`src/rtl/rps_pkg.sv`:
```
// Shared encodings, FSM states and move-comparison helper for the rock-paper-scissors round judge.
package rps_pkg;

  localparam logic [1:0] ROCK     = 2'd0;
  localparam logic [1:0] PAPER    = 2'd1;
  localparam logic [1:0] SCISSORS = 2'd2;
  localparam logic [1:0] MOVE_INV = 2'd3;

  localparam logic [1:0] OUT_TIE    = 2'd0;
  localparam logic [1:0] OUT_AI     = 2'd1;
  localparam logic [1:0] OUT_PLAYER = 2'd2;

  localparam logic [7:0] REWARD_WIN  = 8'h01;
  localparam logic [7:0] REWARD_LOSS = 8'hFF;
  localparam logic [7:0] REWARD_TIE  = 8'h00;

  typedef enum logic [1:0] {StIdle, StReq, StJudge, StDone} state_e;

  // True when move a defeats move b.
  function automatic logic beats(input logic [1:0] a, input logic [1:0] b);
    logic r;
    r = 1'b0;
    unique case (b)
      ROCK:     r = (a == PAPER);
      PAPER:    r = (a == SCISSORS);
      SCISSORS: r = (a == ROCK);
      default:  r = 1'b0;
    endcase
    return r;
  endfunction

endpackage

```
`src/rtl/key_debounce.sv`:
```
// Key debouncer: 2-flop synchroniser, stable-high counter and rising-edge strobe.
// Compiled only when RPS_DEBOUNCE_EN is defined.
`ifdef RPS_DEBOUNCE_EN
module key_debounce #(
  parameter int unsigned DEBOUNCE_CYCLES = 250000
) (
  input  logic clock,
  input  logic reset,
  input  logic key,
  output logic strobe
);

  localparam int unsigned CntW = $clog2(DEBOUNCE_CYCLES + 1);
  localparam logic [CntW-1:0] CntMax = CntW'(DEBOUNCE_CYCLES);

  logic [1:0]      sync_q;
  logic [CntW-1:0] cnt_q, cnt_d;
  logic            strobe_q, strobe_d;

  // Counter saturates at CntMax; the strobe fires only on the step that reaches it.
  always_comb begin
    cnt_d    = cnt_q;
    strobe_d = 1'b0;
    if (!sync_q[1]) begin
      cnt_d = '0;
    end else if (cnt_q != CntMax) begin
      cnt_d    = cnt_q + CntW'(1);
      strobe_d = (cnt_d == CntMax);
    end
  end

  always_ff @(posedge clock) begin
    if (!reset) begin
      sync_q   <= '0;
      cnt_q    <= '0;
      strobe_q <= 1'b0;
    end else begin
      sync_q   <= {sync_q[0], key};
      cnt_q    <= cnt_d;
      strobe_q <= strobe_d;
    end
  end

  assign strobe = strobe_q;

endmodule
`endif

```
`src/rtl/rps_round_judge.sv`:
```
// Round judge: takes the player's move, requests the AI move, scores the round and keeps tallies.
// RPS_DEBOUNCE_EN routes move_valid through key_debounce instead of a plain synchroniser.
module rps_round_judge
  import rps_pkg::*;
#(
  parameter int unsigned ROUNDS = 60
`ifdef RPS_DEBOUNCE_EN
  ,
  parameter int unsigned DEBOUNCE_CYCLES = 250000
`endif
) (
  input  logic       clock,
  input  logic       reset,
  input  logic       move_valid,
  input  logic [1:0] player_move,
  output logic       ai_req,
  input  logic       ai_valid,
  input  logic [1:0] ai_choice,
  output logic       result_valid,
  output logic [3:0] combination,
  output logic [7:0] reward,
  output logic [1:0] outcome,
  output logic [5:0] wins,
  output logic [5:0] losses,
  output logic [5:0] ties,
  output logic [5:0] round_cnt,
  output logic       game_over,
  output logic       ai_err
);

  localparam logic [5:0] RoundsLast = 6'(ROUNDS);

  logic move_strobe;

`ifdef RPS_DEBOUNCE_EN
  key_debounce #(
    .DEBOUNCE_CYCLES(DEBOUNCE_CYCLES)
  ) u_key_debounce (
    .clock (clock),
    .reset (reset),
    .key   (move_valid),
    .strobe(move_strobe)
  );
`else
  logic [1:0] sync_q;
  logic       prev_q;

  always_ff @(posedge clock) begin
    if (!reset) begin
      sync_q <= '0;
      prev_q <= 1'b0;
    end else begin
      sync_q <= {sync_q[0], move_valid};
      prev_q <= sync_q[1];
    end
  end

  assign move_strobe = sync_q[1] & ~prev_q;
`endif

  state_e     state_q, state_d;
  logic [1:0] player_q, player_d;
  logic [1:0] ai_q, ai_d;
  logic       ai_req_q, ai_req_d;
  logic       result_valid_q, result_valid_d;
  logic [3:0] combination_q, combination_d;
  logic [7:0] reward_q, reward_d;
  logic [1:0] outcome_q, outcome_d;
  logic [5:0] wins_q, wins_d;
  logic [5:0] losses_q, losses_d;
  logic [5:0] ties_q, ties_d;
  logic [5:0] round_cnt_q, round_cnt_d;
  logic       game_over_q, game_over_d;
  logic       ai_err_q, ai_err_d;

  always_comb begin
    state_d        = state_q;
    player_d       = player_q;
    ai_d           = ai_q;
    ai_req_d       = 1'b0;
    result_valid_d = 1'b0;
    combination_d  = combination_q;
    reward_d       = reward_q;
    outcome_d      = outcome_q;
    wins_d         = wins_q;
    losses_d       = losses_q;
    ties_d         = ties_q;
    round_cnt_d    = round_cnt_q;
    game_over_d    = game_over_q;
    ai_err_d       = ai_err_q;

    unique case (state_q)
      StIdle: begin
        if (move_strobe && (player_move != MOVE_INV) && !game_over_q) begin
          player_d = player_move;
          ai_req_d = 1'b1;
          state_d  = StReq;
        end
      end
      StReq: begin
        if (ai_valid) begin
          // An invalid AI move is scored as rock and flagged.
          if (ai_choice == MOVE_INV) begin
            ai_d     = ROCK;
            ai_err_d = 1'b1;
          end else begin
            ai_d = ai_choice;
          end
          state_d = StJudge;
        end
      end
      StJudge: begin
        combination_d  = {ai_q, player_q};
        result_valid_d = 1'b1;
        round_cnt_d    = round_cnt_q + 6'd1;
        if (ai_q == player_q) begin
          outcome_d = OUT_TIE;
          reward_d  = REWARD_TIE;
          ties_d    = ties_q + 6'd1;
        end else if (beats(ai_q, player_q)) begin
          outcome_d = OUT_AI;
          reward_d  = REWARD_WIN;
          wins_d    = wins_q + 6'd1;
        end else begin
          outcome_d = OUT_PLAYER;
          reward_d  = REWARD_LOSS;
          losses_d  = losses_q + 6'd1;
        end
        if (round_cnt_d == RoundsLast) begin
          game_over_d = 1'b1;
          state_d     = StDone;
        end else begin
          state_d = StIdle;
        end
      end
      StDone: begin
        game_over_d = 1'b1;
      end
      default: state_d = StIdle;
    endcase
  end

  always_ff @(posedge clock) begin
    if (!reset) begin
      state_q        <= StIdle;
      player_q       <= '0;
      ai_q           <= '0;
      ai_req_q       <= 1'b0;
      result_valid_q <= 1'b0;
      combination_q  <= '0;
      reward_q       <= '0;
      outcome_q      <= '0;
      wins_q         <= '0;
      losses_q       <= '0;
      ties_q         <= '0;
      round_cnt_q    <= '0;
      game_over_q    <= 1'b0;
      ai_err_q       <= 1'b0;
    end else begin
      state_q        <= state_d;
      player_q       <= player_d;
      ai_q           <= ai_d;
      ai_req_q       <= ai_req_d;
      result_valid_q <= result_valid_d;
      combination_q  <= combination_d;
      reward_q       <= reward_d;
      outcome_q      <= outcome_d;
      wins_q         <= wins_d;
      losses_q       <= losses_d;
      ties_q         <= ties_d;
      round_cnt_q    <= round_cnt_d;
      game_over_q    <= game_over_d;
      ai_err_q       <= ai_err_d;
    end
  end

  assign ai_req       = ai_req_q;
  assign result_valid = result_valid_q;
  assign combination  = combination_q;
  assign reward       = reward_q;
  assign outcome      = outcome_q;
  assign wins         = wins_q;
  assign losses       = losses_q;
  assign ties         = ties_q;
  assign round_cnt    = round_cnt_q;
  assign game_over    = game_over_q;
  assign ai_err       = ai_err_q;

endmodule

```
`config.mk`:
```
export PLATFORM = sky130hd
export DESIGN_NAME = rps_round_judge
export DESIGN_NICKNAME = d
export VERILOG_FILES = /design/src/rtl/rps_pkg.sv /design/src/rtl/key_debounce.sv /design/src/rtl/rps_round_judge.sv
export SDC_FILE = /design/constraint.sdc
export NUM_CORES = 1
export LEC_CHECK = 0
export BUFFER_PORTS_ARGS = -buffer_cell sky130_fd_sc_hd__buf_4
export CORE_MARGIN = 2
export CORE_UTILIZATION = 40
export CTS_BUF_LIST = sky130_fd_sc_hd__clkbuf_2 sky130_fd_sc_hd__clkbuf_4 sky130_fd_sc_hd__clkbuf_8
export DETAILED_ROUTE_END_ITERATION = 10
export GPL_TIMING_DRIVEN = 0
export HOLD_SLACK_MARGIN = 0.06
export PLACE_DENSITY_LB_ADDON = 0.15
export SLEW_MARGIN = 5
export SYNTH_ARGS = -nofsm -noshare
export SYNTH_HDL_FRONTEND = slang
export SYNTH_SLANG_ARGS = --single-unit
```
`constraint.sdc`:
```
create_clock -name clock -period 1.5 [get_ports clock]
set_input_delay 0.375 -clock clock [delete_from_list [all_inputs] [get_ports clock]]
set_output_delay 0.375 -clock clock [all_outputs]
set_load 0.005 [all_outputs]
```
==> summary.md, run 1 <==
| Metric | Value |
|---|---|
| HPWL after DPL | `between 2000 and 3000 µm` |
| Average wire per standard cell | `12.6 µm` |
| Synth Flop Type | `dfxtp_1` |
| H-tree depth | `2` |
| Total track usage | `approximately 15%` |
| Post-synth top cells | `44 x dfxtp_1, 26 x nor2_1, 13 x mux2i_1, 12 x nand2_1, 10 x a21oi_1` |
| Iter 0 DRT Violations | `70` |
| Hold Crit Class | `in -> reg` |
| Post-Syn Area | `2070 µm²` |
| R2R depth | `7` |
| Die width | `75.9 µm` |
| Layout area overhead | `39.8%` |
| CP most frequent cell | `buf_6` |
| Slowest cell on crit path | `dfxtp_4` |
| Nets | `~300` |
| Grt total ovfl | `0` |
| Status | `finished, violations left` |
| Relative slew slack | `roughly three fifths` |
| Buf/Inv on CP | `2` |
| Hold WS | `0.283 ns` |
| Synth top area cells | `dfxtp_1 43%, mux2i_1 6.3%, ha_1 5.4%` |
| Starting Density | `just over 40%` |
| Setup slack, reg-to-reg | `-0.05 ns` |
| CP Depth | `7` |
| CP required | `1.72 ns` |
| Max_cap viols | `0` |
| Die Footprint | `5770 µm²` |
| Fill count | `484` |
| Final setup vio count | `8` |
| Number of remaining DRC errors | `0` |
| RSZ-0062 raised after global routing | `yes` |
| Ys async rst share | `0%` |
| Worst-Margin Slew | `0.609 ns` |
| R2R Path End | `wins[4]$_SDFFE_PN0P_` |
| First-pass GRT wire length | `~7300 µm` |
| N_diodes | `0` |
| I/O Buffers | `around 50` |
| Final hold violation count | `0` |
| Slowest stage delay, CP | `about 0.38 ns` |
| Setup ws final | `-0.0460 ns` |
| Post-synth EDFFs | `0` |
| Reg2reg start | `state_q[1]$_SDFFE_PN0P_` |
| CTS tree | `built` |
| Failing checks | `setup timing` |
| CTS clk-pin slew, worst paths | `0.08 ns` |
| Die Y | `75.9 µm` |
| Max IR drop VDD | `0.529 mV` |
| Mapped Cells | `around 220` |
| Fin util | `57.4%` |
| WP data arrival | `approximately 1.8 ns` |
| Crit path kind | `reg -> reg` |
| FF/Latch Area | `between 800 and 900 µm²` |
| Crit path launch type | `register` |
| Number of iterations in the first detailed-routing pass | `4` |
| Post-synth top area share | `42.6%` |
| Crit path capture | `wins[4]$_SDFFE_PN0P_` |
| Num ports | `50` |
| Cts bufs inserted | `5` |
| Vias per cell | `~4.8` |
| Count of cell types in the netlist | `47` |
| Worst setup path start | `state_q[1]$_SDFFE_PN0P_` |
| Core area | `5040 µm²` |
| Layout cell share with drive strength beyond 1 | `roughly 40%` |
| Minimum clock period after layout | `1.55 ns` |
| Vias in the first global route | `between 1,000 and 1,500` |
| CP max FO | `5` |
| Routed wire length | `4490 µm` |
| CTS Buffer Depth | `2` |
| PwrDens | `758 nW/µm²` |
| Hold buffer count at cts | `0` |
| Multi-input gate area | `1160 µm²` |
| Clk Tree Root Cell | `clkbuf_8` |
| Initial antenna violation count | `0` |
| Top Family by Delay on Critical Path | `simple AND/OR/NAND/NOR gates` |
| ANT nets after route | `0` |
| Register area share after synthesis | `42.6%` |
| Most common cell in the netlist | `dfxtp_1` |
| Largest net degree at the start of global routing | `14` |
| Vias | `1,699` |
| Clock Sinks | `44` |
| Leakage | `0.00122 µW` |
| Crit path capture type | `register` |
| Cell taking the most area after synthesis | `dfxtp_1` |
| Net Count, Synth | `about 230` |
| Rows | `26` |
| Max Freq | `approximately 650 MHz` |
| Worst-Skew Late Latency | `0.29 ns` |
| Syn_area_per_cell | `9.58 µm²` |
| Clock skew | `0.00560 ns` |
| GP Congestion | `0.789` |
| Crit-path cells | `buf_6 -> ha_4 -> nor3b_2 -> a22oi_2 -> buf_6 -> or3_1 -> a21oi_1` |
| Max Slew Vio Count | `0` |
| Synthesis-stage register bit count | `44` |
| Final Cycle Share | `103%` |
| Yosys warnings | `0` |
==> logic make-up (layout without fill, tap and decap cells) <==
group	count (synthesis)	in the layout	share of synthesized area (%)
mux	13	13	6.29
buf+inv	25	95	7.13
fa+ha+maj	9	9	5.44
compound gates	27	27	9.67
flops	44	44	42.6
simple gates	86	86	22.7
xor+xnor	12	12	6.17
==> layer usage <==
metal  part of all wire (%)  global-route usage [%]  up-vias  wire length, µm
met3                    4.3                    3.81        2              193
li1                       -                       -      881                -
met2                     47                    24.7       38             2110
met5                      0                       0        -                0
met1                     48                    20.7      778             2170
met4                   0.42                    3.27        0               19
==> area by class of cell <==
type	instances	share of cell area [%]
flip-flops and latches	44	30.8
plain buffers	18	4.80
inverters	7	0.995
repair buffers	62	17.1
well taps	70	3.03
clock inverters	1	0.260
multi-input cells	147	40.0
clock buffers	7	3.11
==> through the flow <==
stage               cell area [µm²]  setup slack, ns  power (µW)    TNS, ns  instances
floorplan                      2070        -0.000652        1320  -0.000652        216
global placement               2530           -0.261        1370      -2.11        335
detailed placement             2530           -0.231        1370      -2.27        335
CTS                            2770          -0.0342        2190     -0.131        351
global route                   2890           -0.157        2290      -1.13        356
finish                         2890          -0.0460        2190     -0.199        356
==> worst register-to-register path, stage by stage (launching register included) <==
cell and delay [ns]:
dfxtp_4 0.38, buf_6 0.10, ha_4 0.15, nor3b_2 0.18, a22oi_2 0.10, buf_6 0.14, or3_1 0.29, a21oi_1 0.14
==> cells in the final DEF (no fill, tap or decap), drive strengths merged, types with 6 or more instances in the layout <==
master	Yosys	routed
a21oi	10	10
buf	14	75
clkbuf	4	12
dfxtp	44	44
ha	9	9
inv	7	7
mux2i	13	13
nand2	12	12
nand4	6	6
nor2	26	26
xor2	9	9
==> registers in the layout (all words and copies together) (netlist names) <==
signal,cells
losses,6
round_cnt,6
ties,6
wins,6
combination,4
ai_q,2
player_q,2
reward,2
state_q,2
sync_q,2
ai_err,1
ai_req,1
game_over,1
outcome,1
prev_q,1
result_valid,1
==> power breakdown <==
part / internal, µW / total [µW] / switching, µW / leakage, µW
clock: 393 / 795 / 403 / 0.0000479
sequential: 1180 / 1190 / 6.85 / 0.000357
combinational: 103 / 212 / 109 / 0.000819
total: 1680 / 2190 / 519 / 0.00122
==> worst min-delay path by stage <==
stage,start,end,cells past startpoint
final,move_valid,sync_q[0]$_SDFF_PN0_,2
after global routing,move_valid,sync_q[0]$_SDFF_PN0_,2
after CTS,move_valid,sync_q[0]$_SDFF_PN0_,2
after detailed placement,sync_q[0]$_SDFF_PN0_,sync_q[1]$_SDFF_PN0_,1
after global placement,sync_q[0]$_SDFF_PN0_,sync_q[1]$_SDFF_PN0_,1
after floorplan,sync_q[0]$_SDFF_PN0_,sync_q[1]$_SDFF_PN0_,1
==> repair_timing <==
| action | CTS | global route |
|---|---|---|
| gates cloned | 1 | 1 |
| setup endpoints to repair | 27 | 21 |
| resized for setup | 24 | 15 |
| buffers inserted | 7 | 4 |
| pin swaps | 11 | 7 |
No activity file was read; power rests on OpenSTA's default activity.
==> run 2, diff against run 1 <==
Settings changed: CELL_PAD_IN_SITES_DETAIL_PLACEMENT set to 0, CELL_PAD_IN_SITES_GLOBAL_PLACEMENT set to 1, CORE_UTILIZATION 40 to 37.
==> summary.md, run 2 (synthesis results as in run 1) <==
| Metric | Value |
|---|---|
| Cts bufs inserted | `5 (unchanged)` |
| Hold buffer count at cts | `0 (unchanged)` |
| Die Y | `78.8 µm (+3.8%)` |
| Worst setup path start | `state_q[1]$_SDFFE_PN0P_` |
| Fin util | `53.1% (-4.3 points)` |
| Iter 0 DRT Violations | `35 (-50%)` |
| Num ports | `50 (unchanged)` |
| ANT nets after route | `0 (unchanged)` |
| Most frequent cells in the layout | `71 x buf_4, 40 x dfxtp_1, 24 x nor2_1` |
| Average wire per standard cell | `13.1 µm (+3.8%)` |
| PwrDens | `756 nW/µm² (-0.29%)` |
| Reg2reg start | `state_q[1]$_SDFFE_PN0P_` |
| R2R depth | `7 (unchanged)` |
| Vias per cell | `4.76 (-0.33%)` |
| Vias | `1,722 (+1.4%)` |
| Max_cap viols | `0 (unchanged)` |
| Nets | `306 (+1.3%)` |
| H-tree depth | `2 (unchanged)` |
| Die width | `78.8 µm (+3.8%)` |
| N_diodes | `0 (unchanged)` |
| Initial antenna violation count | `0 (unchanged)` |
| RSZ-0062 raised after global routing | `yes` |
| Layout area overhead | `39.5%` |
| Worst-Margin Slew | `0.667 ns (+0.0577 ns)` |
| Crit path launch type | `register` |
| Final Cycle Share | `105% (+2.0 points)` |
| Max Freq | `635 MHz (-1.9%)` |
| WHS Path Cells | `2 (unchanged)` |
| Vias in the first global route | `1,542 (+3.0%)` |
| CP max FO | `5 (unchanged)` |
| Minimum clock period after layout | `1.58 ns (+0.0297 ns)` |
| Clk Tree Root Cell | `clkbuf_8` |
| Most common cell after layout, fill and taps aside | `buf_4` |
| Crit path kind | `reg -> reg` |
| Hold Crit Class | `in -> reg` |
| Final hold violation count | `0 (unchanged)` |
| Crit path capture | `wins[4]$_SDFFE_PN0P_` |
| Total track usage | `15.6% (+0.37 points)` |
| Clock skew | `0.00799 ns (+0.00238 ns)` |
| M1 GR Usage | `20.9% (+0.25 points)` |
| CTS tree | `built` |
| Final setup vio count | `9 (+1)` |
| Core area | `5440 µm² (+7.9%)` |
| Clock Sinks | `44 (unchanged)` |
| Status | `finished, violations left` |
| Die Footprint | `6210 µm² (+7.7%)` |
| CTS Buffer Depth | `2 (unchanged)` |
| Grt total ovfl | `0 (unchanged)` |
| R2R Path End | `wins[4]$_SDFFE_PN0P_` |
| Relative slew slack | `55.6% (-3.8 points)` |
| Rows | `27 (+3.8%)` |
| Final setup TNS | `-0.318 ns (-0.119 ns)` |
| Layout cell share with drive strength beyond 1 | `41.4% (+1.9 points)` |
| I/O Buffers | `49 (unchanged)` |
| Number of iterations in the first detailed-routing pass | `4 (unchanged)` |
| Leakage | `0.00126 µW (+2.9%)` |
| Worst-Skew Late Latency | `0.29 ns (about the same)` |
| Number of remaining DRC errors | `0 (unchanged)` |
| First-pass GRT wire length | `7650 µm (+5.3%)` |
| CP required | `1.73 ns (about the same)` |
| Max IR drop VDD | `0.591 mV (+12%)` |
| Largest net degree at the start of global routing | `13 (-1)` |
| HPWL after DPL | `3160 µm (+6.3%)` |
| Max Slew Vio Count | `0 (unchanged)` |
| Routing usage on met3 | `3.41% (-0.40 points)` |
| Setup slack, reg-to-reg | `-0.08 ns (-0.03 ns)` |
| Failing checks | `setup timing` |
| GP Congestion | `0.749 (-5.0%)` |
| Setup ws final | `-0.0757 ns (-0.0297 ns)` |
| Met2 Track Usage GR | `25.7% (+0.99 points)` |
| Routed wire length | `4740 µm (+5.5%)` |
| Busiest grt layer | `met2` |
| Starting Density | `38.0% (-3.0 points)` |
| Hold WS | `0.296 ns (+0.0131 ns)` |
| WP data arrival | `1.80 ns (+0.04 ns)` |
| CTS clk-pin slew, worst paths | `0.08 ns (about the same)` |
| Crit path capture type | `register` |
[run 2: layout make-up]
cell class | count | area (µm²)
inverters | 7 | 26.3
well taps | 72 | 90.1
multi-input cells | 147 | 1140
repair buffers | 67 | 512
plain buffers | 17 | 129
fillers | 532 | 2550
clock buffers | 8 | 97.6
flip-flops and latches | 44 | 891
[run 2: worst min-delay path by stage]
stage / startpoint / end / slack, ns
2_1_floorplan: sync_q[0]$_SDFF_PN0_ / sync_q[1]$_SDFF_PN0_ / 0.41
3_3_place_gp: sync_q[0]$_SDFF_PN0_ / sync_q[1]$_SDFF_PN0_ / 0.42
3_5_place_dp: sync_q[0]$_SDFF_PN0_ / sync_q[1]$_SDFF_PN0_ / 0.42
4_1_cts: move_valid / sync_q[0]$_SDFF_PN0_ / 0.29
5_1_grt: move_valid / sync_q[0]$_SDFF_PN0_ / 0.29
6_report: move_valid / sync_q[0]$_SDFF_PN0_ / 0.30
[run 2: stage by stage]
| stage | worst slack, ns | cell area (µm²) | total power, µW | cells |
|---|---|---|---|---|
| 2_1_floorplan | -0.000652 | 2070 | 1320 | 216 |
| 5_1_grt | -0.138 | 2890 | 2280 | 362 |
| 6_report | -0.0757 | 2890 | 2180 | 362 |
| 4_1_cts | -0.0479 | 2800 | 2200 | 356 |
| 3_3_place_gp | -0.327 | 2530 | 1370 | 337 |
| 3_5_place_dp | -0.304 | 2530 | 1370 | 337 |
[run 2: power by group]
part | switching [µW] | internal, µW | leakage, µW
Clock | 387 | 412 | 0.0000523
Combinational | 105 | 92.3 | 0.000850
Sequential | 6.63 | 1180 | 0.000358
[run 2: timing repair]
action	in CTS	in global routing
gates cloned	1	0
resized for setup	24	16
pin swaps	12	2
setup buffers	10	7
setup endpoints to repair	28	21
[run 2: critical path: stages (launching register included)]
cell and delay (ns):
dfxtp_4 0.37, buf_6 0.10, ha_4 0.15, nor3b_2 0.18, a22oi_2 0.10, buf_6 0.15
or3_1 0.36, a21oi_2 0.11
[run 2: layer usage]
metal / wire [µm] / share of wire, %
met1: 2320 / 49
met2: 2240 / 47
met3: 153 / 3.2
met4: 28 / 0.59
met5: 0 / 0
==> run 3, diff against run 2 <==
Settings changed: CORE_UTILIZATION 37 to 40, SKIP_CTS_REPAIR_TIMING set to 1.
Clock period 1.5 ns to 1.75 ns, I/O delays scaled along.
==> summary.md, run 3 (synthesis results as in run 1) <==
| Metric | Value |
|---|---|
| Status | `finished clean` |
| Setup ws final | `0.134 ns (+0.209 ns)` |
| Core area | `5040 µm² (-7.3%)` |
| Relative slew slack | `62.1% (+6.6 points)` |
| M1 GR Usage | `19.9% (-0.99 points)` |
| CTS tree | `built` |
| Number of iterations in the first detailed-routing pass | `4 (unchanged)` |
| Most frequent cells in the layout | `57 x buf_4, 42 x dfxtp_1, 26 x nor2_1` |
| H-tree depth | `2 (unchanged)` |
| CP required | `1.97 ns (+0.24 ns)` |
| Layout area overhead | `27.9%` |
| PwrDens | `690 nW/µm² (-8.8%)` |
| Rows | `26 (-3.7%)` |
| Initial antenna violation count | `0 (unchanged)` |
| Reg2reg start | `state_q[0]$_SDFFE_PN0P_` |
| Crit path launch type | `register` |
| Pre-CTS WS | `-0.0977 ns (+0.206 ns)` |
| RSZ-0062 raised after global routing | `no` |
| Fin util | `52.5% (-0.61 points)` |
| Routed wire length | `4260 µm (-10%)` |
| R2R depth | `7 (unchanged)` |
| Layout cell share with drive strength beyond 1 | `30.4% (-11 points)` |
| Max_cap viols | `0 (unchanged)` |
| N_diodes | `0 (unchanged)` |
| Clk Tree Root Cell | `clkbuf_8` |
| Minimum clock period after layout | `1.62 ns (+0.0406 ns)` |
| Final hold violation count | `0 (unchanged)` |
| Die width | `75.9 µm (-3.6%)` |
| Routing usage on met3 | `4.64% (+1.2 points)` |
| Vias per cell | `4.78 (+0.57%)` |
| Die Footprint | `5770 µm² (-7.1%)` |
| Most common cell after layout, fill and taps aside | `buf_4` |
| Crit path kind | `reg -> reg` |
| Nets | `289 (-5.6%)` |
| Setup slack, reg-to-reg | `0.13 ns (+0.21 ns)` |
| Crit path capture type | `register` |
| I/O Buffers | `49 (unchanged)` |
| Hold Crit Class | `in -> reg` |
| Total track usage | `15.7% (+0.037 points)` |
| ANT nets after route | `0 (unchanged)` |
| Starting Density | `41.0% (+3.0 points)` |
| Crit path capture | `state_q[0]$_SDFFE_PN0P_` |
| CTS clk-pin slew, worst paths | `0.07 ns (about the same)` |
| Worst-Skew Late Latency | `0.29 ns (about the same)` |
| Num ports | `50 (unchanged)` |
| Clock Sinks | `44 (unchanged)` |
| Cells after DPL | `335 (-0.59%)` |
| CTS Buffer Depth | `2 (unchanged)` |
| Leakage | `0.00115 µW (-8.8%)` |
| Vias in the first global route | `1,573 (+2.0%)` |
| R2R Path End | `state_q[0]$_SDFFE_PN0P_` |
| Largest net degree at the start of global routing | `13 (unchanged)` |
| Worst setup path start | `state_q[0]$_SDFFE_PN0P_` |
| Number of remaining DRC errors | `0 (unchanged)` |
| CP max FO | `10 (+5)` |
| Die Y | `75.9 µm (-3.6%)` |
| Max IR drop VDD | `0.316 mV (-47%)` |
| Vias | `1,641 (-4.7%)` |
| Max Freq | `619 MHz (-2.5%)` |
| Max Slew Vio Count | `0 (unchanged)` |
| Clock skew | `0.00996 ns (+0.00198 ns)` |
| Area after DPL | `2520 µm² (-0.20%)` |
| Fin area | `2650 µm² (-8.4%)` |
| Met2 Track Usage GR | `26.2% (+0.43 points)` |
| Grt total ovfl | `0 (unchanged)` |
| Final Cycle Share | `92.4% (-13 points)` |
| Worst-Margin Slew | `0.568 ns (-0.0985 ns)` |
| Busiest grt layer | `met2` |
| WP data arrival | `1.83 ns (+0.03 ns)` |
| HPWL after DPL | `3120 µm (-1.1%)` |
| First-pass GRT wire length | `7380 µm (-3.6%)` |
| Cts bufs inserted | `5 (unchanged)` |
| Post-route insts no fill | `343 (-5.2%)` |
| GP Congestion | `0.748 (about the same)` |
| Average wire per standard cell | `12.4 µm (-5.1%)` |
| Final setup vio count | `0 (-9)` |
| Iter 0 DRT Violations | `60 (+71%)` |
-- run 3: changes by cell type in the layout (fill, tap and decap cells not counted), moves of 3 or more --
| cell | before | now |
|---|---|---|
| buf_6 | 6 | 3 |
| a21oi_2 | 3 | 0 |
| a21oi_1 | 7 | 10 |
| buf_4 | 71 | 57 |
| ha_1 | 6 | 9 |
-- run 3: power by group --
group	switching, µW	internal [µW]
combinational	72.5	55.2
sequential	8.22	1010
clock	323	353
total	404	1420
-- run 3: stage by stage --
stage	total power, µW	hold WS [ns]	TNS [ns]
floorplan	1130	0.412	0
global placement	1170	0.432	-0.142
detailed placement	1170	0.429	-0.182
CTS	1850	0.345	-0.301
global route	1920	0.346	0
finish	1820	0.356	0
-- run 3: layout make-up --
type / count / area (µm²)
Fill cell: 490 / 2400
Multi-Input combinational cell: 147 / 1060
Sequential cell: 44 / 883
Timing Repair Buffer: 49 / 368
Buffer: 18 / 126
Clock buffer: 8 / 97.6
Tap cell: 70 / 87.6
Inverter: 7 / 26.3
-- run 3: worst max-delay path: stages, from the launching register on --
cell     delay (ns)
dfxtp_2        0.35
inv_1          0.08
ha_1           0.19
buf_4          0.21
nand2_1        0.11
nor4_2         0.28
and3b_1        0.23
nor3_2         0.08
-- run 3: worst min-delay path by stage --
stage                    startpoint                    to  slack [ns]  cells after the start
5_1_grt                  move_valid  sync_q[0]$_SDFF_PN0_        0.35                      2
6_report                 move_valid  sync_q[0]$_SDFF_PN0_        0.36                      2
3_3_place_gp   sync_q[0]$_SDFF_PN0_  sync_q[1]$_SDFF_PN0_        0.43                      1
2_1_floorplan  sync_q[0]$_SDFF_PN0_  sync_q[1]$_SDFF_PN0_        0.41                      1
4_1_cts                  move_valid  sync_q[0]$_SDFF_PN0_        0.35                      2
3_5_place_dp   sync_q[0]$_SDFF_PN0_  sync_q[1]$_SDFF_PN0_        0.43                      1
-- run 3: metal layers --
layer | routed length [µm] | vias to the layer above
li1 | - | 849
met1 | 2090 | 755
met2 | 1940 | 32
met3 | 194 | 5
met4 | 42 | 0
met5 | 0 | -
